### src/rtl/seg7_pkg.sv
// Shared constants for the 7-segment capture path.
// Holds the glyph table, the idle line levels and the field widths.
package seg7_pkg;

  localparam int DIGITS = 4;
  localparam int SEG_W  = 8;

  localparam logic [3:0] IDLE_AN  = 4'hF;
  localparam logic [7:0] IDLE_SEG = 8'hFF;

  // Lit-segment patterns (gfedcba, 1 = lit) indexed by hex value.
  localparam logic [6:0] GLYPH [16] = '{
    7'h3F, 7'h06, 7'h5B, 7'h4F, 7'h66, 7'h6D, 7'h7D, 7'h07,
    7'h7F, 7'h6F, 7'h77, 7'h7C, 7'h39, 7'h5E, 7'h79, 7'h71
  };

endpackage

### src/rtl/seg7_scan_capture_if.sv
// Display-side bundle: the raw active-low display lines plus the recovered state.
// master drives the display lines, slave is the capture block.
interface seg7_scan_capture_if;
  import seg7_pkg::*;

  logic [SEG_W-1:0]    SEGMENT;
  logic [DIGITS-1:0]   AN;
  logic [4*DIGITS-1:0] digits;
  logic [DIGITS-1:0]   points;
  logic [DIGITS-1:0]   blank;
  logic [DIGITS-1:0]   seg_err;
  logic                an_err;
  logic                frame_done;

  modport master (
    output SEGMENT, AN,
    input  digits, points, blank, seg_err, an_err, frame_done
  );

  modport slave (
    input  SEGMENT, AN,
    output digits, points, blank, seg_err, an_err, frame_done
  );

endinterface

### src/rtl/seg7_pattern_decode.sv
// Maps a 7-bit lit-segment set (gfedcba) back to its hex value.
// Flags an empty set as blank and any non-glyph pattern as an error.
module seg7_pattern_decode
  import seg7_pkg::*;
(
  input  logic [6:0] lit,
  output logic [3:0] value,
  output logic       is_blank,
  output logic       is_err
);

  // NOTE: every output gets a default before the loop so no latch is inferred.
  always_comb begin
    value    = '0;
    is_blank = (lit == 7'h00);
    is_err   = ~is_blank;
    for (int v = 0; v < 16; v++) begin
      if (lit == GLYPH[v]) begin
        value  = 4'(v);
        is_err = 1'b0;
      end
    end
  end

endmodule

### src/rtl/seg7_scan_capture.sv
// Samples asynchronous AN/SEGMENT lines, waits for them to settle and
// recovers the value, point and status of each scanned digit.
module seg7_scan_capture
  import seg7_pkg::*;
#(
  parameter int unsigned STABLE_CYCLES = 4
) (
  input  logic              clk,
  input  logic              rst_n,
  seg7_scan_capture_if.slave bus
);

  localparam int         W        = DIGITS + SEG_W;
  localparam logic [7:0] CNT_MAX  = 8'(STABLE_CYCLES);
  localparam logic [7:0] CNT_FIRE = 8'(STABLE_CYCLES - 1);

  logic [W-1:0]        sync1, s, cand_q, cap_val;
  logic [7:0]          cnt;
  logic                cap_q;
  logic [DIGITS-1:0]   seen_q, seen_next, sel;
  logic [1:0]          idx;
  logic [3:0]          base;
  logic                single;
  logic [4*DIGITS-1:0] digits_q;
  logic [DIGITS-1:0]   points_q, blank_q, err_q;
  logic                an_err_q, frame_done_q;
  logic [3:0]          value;
  logic                is_blank, is_err;

  // NOTE: the synchronizer and comparison registers reset to the idle line
  // levels rather than zero, otherwise an all-digits-lit pattern would be captured.
  // NOTE: sequential state uses non-blocking assignments so every register
  // samples pre-edge values regardless of statement order.
  always_ff @(posedge clk or negedge rst_n) begin
    if (!rst_n) begin
      sync1   <= {IDLE_AN, IDLE_SEG};
      s       <= {IDLE_AN, IDLE_SEG};
      cand_q  <= {IDLE_AN, IDLE_SEG};
      cap_val <= {IDLE_AN, IDLE_SEG};
      cnt     <= '0;
      cap_q   <= 1'b0;
    end else begin
      sync1   <= {bus.AN, bus.SEGMENT};
      s       <= sync1;
      cand_q  <= s;
      cap_val <= cand_q;
      if (s != cand_q)        cnt <= '0;
      else if (cnt != CNT_MAX) cnt <= cnt + 8'd1;
      // Fires exactly once, on the step into saturation.
      cap_q   <= (s == cand_q) && (cnt == CNT_FIRE);
    end
  end

  assign sel    = ~cap_val[W-1:SEG_W];
  assign single = ($countones(sel) == 1);
  assign base   = {idx, 2'b00};

  always_comb begin
    idx = '0;
    for (int i = 0; i < DIGITS; i++) begin
      if (sel[i]) idx = 2'(i);
    end
  end

  assign seen_next = seen_q | (DIGITS'(1) << idx);

  seg7_pattern_decode u_decode (
    .lit      (~cap_val[6:0]),
    .value    (value),
    .is_blank (is_blank),
    .is_err   (is_err)
  );

  always_ff @(posedge clk or negedge rst_n) begin
    if (!rst_n) begin
      digits_q     <= '0;
      points_q     <= '0;
      blank_q      <= '0;
      err_q        <= '0;
      seen_q       <= '0;
      an_err_q     <= 1'b0;
      frame_done_q <= 1'b0;
    end else begin
      an_err_q     <= 1'b0;
      frame_done_q <= 1'b0;
      if (cap_q && (sel != '0)) begin
        if (!single) begin
          an_err_q <= 1'b1;
        end else begin
          digits_q[base +: 4] <= value;
          points_q[idx]       <= ~cap_val[7];
          blank_q[idx]        <= is_blank;
          err_q[idx]          <= is_err;
          if (seen_next == {DIGITS{1'b1}}) begin
            frame_done_q <= 1'b1;
            seen_q       <= '0;
          end else begin
            seen_q <= seen_next;
          end
        end
      end
    end
  end

  assign bus.digits     = digits_q;
  assign bus.points     = points_q;
  assign bus.blank      = blank_q;
  assign bus.seg_err    = err_q;
  assign bus.an_err     = an_err_q;
  assign bus.frame_done = frame_done_q;

endmodule

### src/flat_wrapper.sv
// flat-port wrapper written by rule: the top's interface ports become plain ports
module seg7_scan_capture_flat import seg7_pkg::*;
#(
  parameter int unsigned STABLE_CYCLES = 4
)
  (clk, rst_n, bus_SEGMENT, bus_AN, bus_digits, bus_points, bus_blank, bus_seg_err, bus_an_err, bus_frame_done);
  seg7_scan_capture_if bus_i ();
  input  logic clk;
  input  logic rst_n;
  input wire logic [$bits(bus_i.SEGMENT)-1:0] bus_SEGMENT;
  input wire logic [$bits(bus_i.AN)-1:0] bus_AN;
  output wire logic [$bits(bus_i.digits)-1:0] bus_digits;
  output wire logic [$bits(bus_i.points)-1:0] bus_points;
  output wire logic [$bits(bus_i.blank)-1:0] bus_blank;
  output wire logic [$bits(bus_i.seg_err)-1:0] bus_seg_err;
  output wire logic [$bits(bus_i.an_err)-1:0] bus_an_err;
  output wire logic [$bits(bus_i.frame_done)-1:0] bus_frame_done;
  assign bus_i.SEGMENT = bus_SEGMENT;
  assign bus_i.AN = bus_AN;
  assign bus_digits = bus_i.digits;
  assign bus_points = bus_i.points;
  assign bus_blank = bus_i.blank;
  assign bus_seg_err = bus_i.seg_err;
  assign bus_an_err = bus_i.an_err;
  assign bus_frame_done = bus_i.frame_done;
  seg7_scan_capture #(.STABLE_CYCLES(STABLE_CYCLES)) u_core (.clk(clk), .rst_n(rst_n), .bus(bus_i));
endmodule
### config.mk
export PLATFORM = sky130hd
export DESIGN_NAME = seg7_scan_capture_flat
export DESIGN_NICKNAME = d
export VERILOG_FILES = /design/src/rtl/seg7_pkg.sv /design/src/rtl/seg7_scan_capture_if.sv /design/src/rtl/seg7_pattern_decode.sv /design/src/rtl/seg7_scan_capture.sv /design/src/flat_wrapper.sv
export SDC_FILE = /design/constraint.sdc
export NUM_CORES = 1
export LEC_CHECK = 0
export ABC_AREA = 1
export CELL_PAD_IN_SITES_DETAIL_PLACEMENT = 1
export CELL_PAD_IN_SITES_GLOBAL_PLACEMENT = 1
export CORE_AREA = 2 2 102 104
export CTS_CLUSTER_SIZE = 30
export DETAILED_ROUTE_END_ITERATION = 6
export DIE_AREA = 0 0 104 106
export PLACE_DENSITY_LB_ADDON = 0.1
export SLEW_MARGIN = 15
export SYNTH_ARGS = -nofsm -noshare
export SYNTH_HDL_FRONTEND = slang
export SYNTH_SLANG_ARGS = --single-unit
### constraint.sdc
create_clock -name clk -period 2.5 [get_ports clk]
set_clock_uncertainty 0.2 [all_clocks]
set_input_delay 0.375 -clock clk [delete_from_list [all_inputs] [get_ports clk]]
set_output_delay 0.375 -clock clk [all_outputs]
set_load 0.05 [all_outputs]
==> results.yml <==
layout:
  final_cell_mix: "69 x nand2_1, 48 x dfstp_2, 43 x dfrtp_1"
  n_fill_cell: 1135
  multi_input_area_sq_um: 1360
  post-route-cell-area_sq_um: 4840
  seq_area_sq_um: 2340
  layout.nets: 450
  n_antenna_cell: 0
  drive_above_1_share_pct: 36.2
  final_common_cell: "nand2_1"
  areaGrowthSynthToFinish_pct: 28.1
  final_util_pct: 48.4
  final_cells: 567
synth:
  synth_compound_area_share_pct: 6.29
  synth-simple-area-share_pct: 21.5
  synthesis.area_sq_um: 3780
  synth_top_cell_area_share_pct: 33.4
  syn_area_per_cell_sq_um: 10.7
  syn_nets: 377
  synth_cell_types: 36
  synth_area_leader_cell: "dfstp_2"
  synthAdderAreaFrac_pct: 3.51
  ys_ff_latch: 91
  muxShareOfSynthArea_pct: 0
  synth_top_family_by_area: "simple AND/OR/NAND/NOR gates"
  synth_area_leaders: "dfstp_2 33%, dfrtp_1 28%, nand2_1 7.9%"
  yosys.area_share.xor_xnor_pct: 2.09
  syn_inst: 353
  yosysWarnings: 0
  synth_seq_area_share_pct: 61.9
timing:
  rsz0062_at_grt: "true"
  max_freq_ghz: 0.375
  setup_viol: 33
  relSlewSlack_pct: 62.2
  setup_slack_ns: -0.164
  post-route-period-util_pct: 107
  hold_viol: 0
  layout_min_cycle_time_ns: 2.66
  maxSlewViolCount: 0
  worst_pin_slew_ns: 0.567
critical_path:
  crit_slowest_cell: "dfstp_2"
  required_ns: 2.56
  path_class: "flop to flop"
  worstPathCellList: "inv_2 > ha_4 > ha_4 > fa_1 > nor2_2 > nand2_2 > nor2_4 > buf_4 > nand2_1 > a211oi_2 > buf_4 > a21oi_1"
  crit_arrival_ns: 2.72
  path_max_fanout: 3
  cp-end-kind: "flop"
  critPathLaunchType: "flop"
  max_stage_delay_ns: 0.55
die:
  rows: 37
  coreArea_sq_um: 10000
  dieWidth_um: 104
  initial_core_util_pct: 37.8
  die_h_um: 106
  die_area_sq_um: 11000
  io_pins: 44
global_routing:
  grt_use_met2_pct: 28.1
  grt_pass1_wl_mm: 13.5
  overflow: 0
  grt_pass1_vias: 2810
  grt_max_degree: 44
  grt_usage_pct: 15.8
  grt_util_met1_pct: 18.5
  use_met3_pct: 3.25
  antenna_found_initial: 0
  busiest_layer: "met2"
clocking:
  clock_sinks: 91
  worstSkewPairLatency_ns: 0.37
  clockBufferDepth: 2
  cts_buffers: 9
  cts_tree: "built"
  cts-root-buf: "clkbuf_8"
  ctsHtreeMaxLevel: 3
  clkTransAtPathRegs_ns: 0.10
pwr:
  power.share.clock_pct: 34.8
  switching_power_uw: 693
  vdd_drop_max_mv: 0.302
  powerDensity_nw_per_um2: 557
  p_leak_nw: 2.15
  p_sw_share_pct: 25.7
  power.share.combinational_pct: 6.9
  power_frac_seq_pct: 58.3
  p_int_mw: 2.00
status:
  outcome: "finished with violations"
  violations: "negative setup slack"
drt:
  drt-total-wl_mm: 8.07
  drc: 0
  drtPass1Iterations: 3
  ant_nets: 0
  avgViaCountPerCell: 4.54
  wl_per_cell_um: 14.2
  drt_iter0_markers: 49
  vias: 2572
min_path:
  hp-class: "flop to flop"
job:
  max_cap_viol_count: 0
place:
  dp_cells: 544
  dp_hpwl_mm: 6.00
  globalplace.congestion: 0.779
  io_buffers: 43
  postPlaceCellArea_sq_um: 4530
[cells in the mapped netlist (all sizes together)]
master / count
buf: 1
nor2: 37
a21oi: 9
nand2: 83
dfrtp: 43
o21ai: 20
nand4: 4
inv: 45
nor4: 1
a211oi: 1
nor3: 17
fa: 1
dfstp: 48
nor3b: 2
xnor2: 7
o2111ai: 3
nand3: 17
a31oi: 1
ha: 9
xor2: 2
or2: 2
[power by group through the flow]
stage | logic [mW] | clock network (mW) | registers [mW]
floorplan | 0.0856 | 0 | 1.59
global placement | 0.170 | 0 | 1.60
detailed placement | 0.176 | 0 | 1.60
CTS | 0.189 | 0.981 | 1.57
global route | 0.210 | 1.03 | 1.58
finish | 0.186 | 0.937 | 1.57
[kinds of logic (layout without fill, tap and decap cells)]
family          count (synthesis)  count (layout)
simple gates                  163             163
fa+ha+maj                      10              10
xor+xnor                        9               9
compound gates                 34              34
buf+inv                        46             124
flops                          91              91
[per-layer routing]
metal  vias up  part of all wire, %
li1       1270                    -
met1      1243                   43
met2        47                   51
met3        12                  3.7
met4         0                  1.8
met5         -                    0
[layout make-up]
cell class              instances  share of cell area [%]
clock inverters                 7                    1.22
multi-input cells             216                    28.2
repair inverters                1                   0.155
inverters                      45                    3.75
well taps                     136                    3.52
clock buffers                   9                    2.56
repair buffers                 62                    12.3
flip-flops and latches         91                    48.3
[worst paths after layout]
path | endpoint | slack, ns | from | depth (start not counted)
worst max-delay path | u_core.seen_q[2] | -0.16 | u_core.cap_val[11] | 12
worst min-delay path | u_core.s[7] | 0.16 | u_core.sync1[7] | 0
worst max register to register | u_core.seen_q[2] | -0.16 | u_core.cap_val[11] | 12
worst min register to register | u_core.s[7] | 0.16 | u_core.sync1[7] | 0
max in group asynchronous | u_core.s[2] | 1.09 | rst_n | 3
min in group asynchronous | u_core.bus.blank[1] | 0.33 | rst_n | 2
[worst max-delay path, delay by kind of cell (launching register included)]
kind	cells	cell delay [ns]
buffers and inverters	3	0.35
adder cells (fa/ha/maj)	3	0.82
AO/OA/AOI/OAI	2	0.22
AND/OR/NAND/NOR	4	0.41
flip-flops	1	0.55
[stage by stage]
| stage | hold WS, ns | total power [mW] | setup TNS [ns] | setup WS, ns |
|---|---|---|---|---|
| after global placement | 0.145 | 1.76 | -1.37 | -0.104 |
| after global routing | 0.164 | 2.82 | -9.11 | -0.349 |
| after CTS | 0.161 | 2.74 | -3.12 | -0.161 |
| after detailed placement | 0.147 | 1.77 | -4.97 | -0.235 |
| final | 0.159 | 2.69 | -3.33 | -0.164 |
| after floorplan | -0.121 | 1.68 | -0.632 | -0.0821 |
[repair_timing]
item,in CTS,in global routing
buffers inserted,5,0
setup endpoints to repair,33,33
gates cloned,1,0
hold buffers,1,0
pin swaps,13,4
resized for setup,17,9
hold endpoints to repair,16,0
[flip-flops by register name, indices dropped and copies added, names as in the netlist]
register               flops
u_core.bus.an_err          1
u_core.bus.blank           4
u_core.bus.digits         16
u_core.bus.frame_done      1
u_core.bus.points          4
u_core.bus.seg_err         4
u_core.cand_q             12
u_core.cap_q               1
u_core.cap_val            12
u_core.cnt                 8
u_core.s                  12
u_core.seen_q              4
u_core.sync1              12
Note: power is estimated with default switching activity, not from simulation.
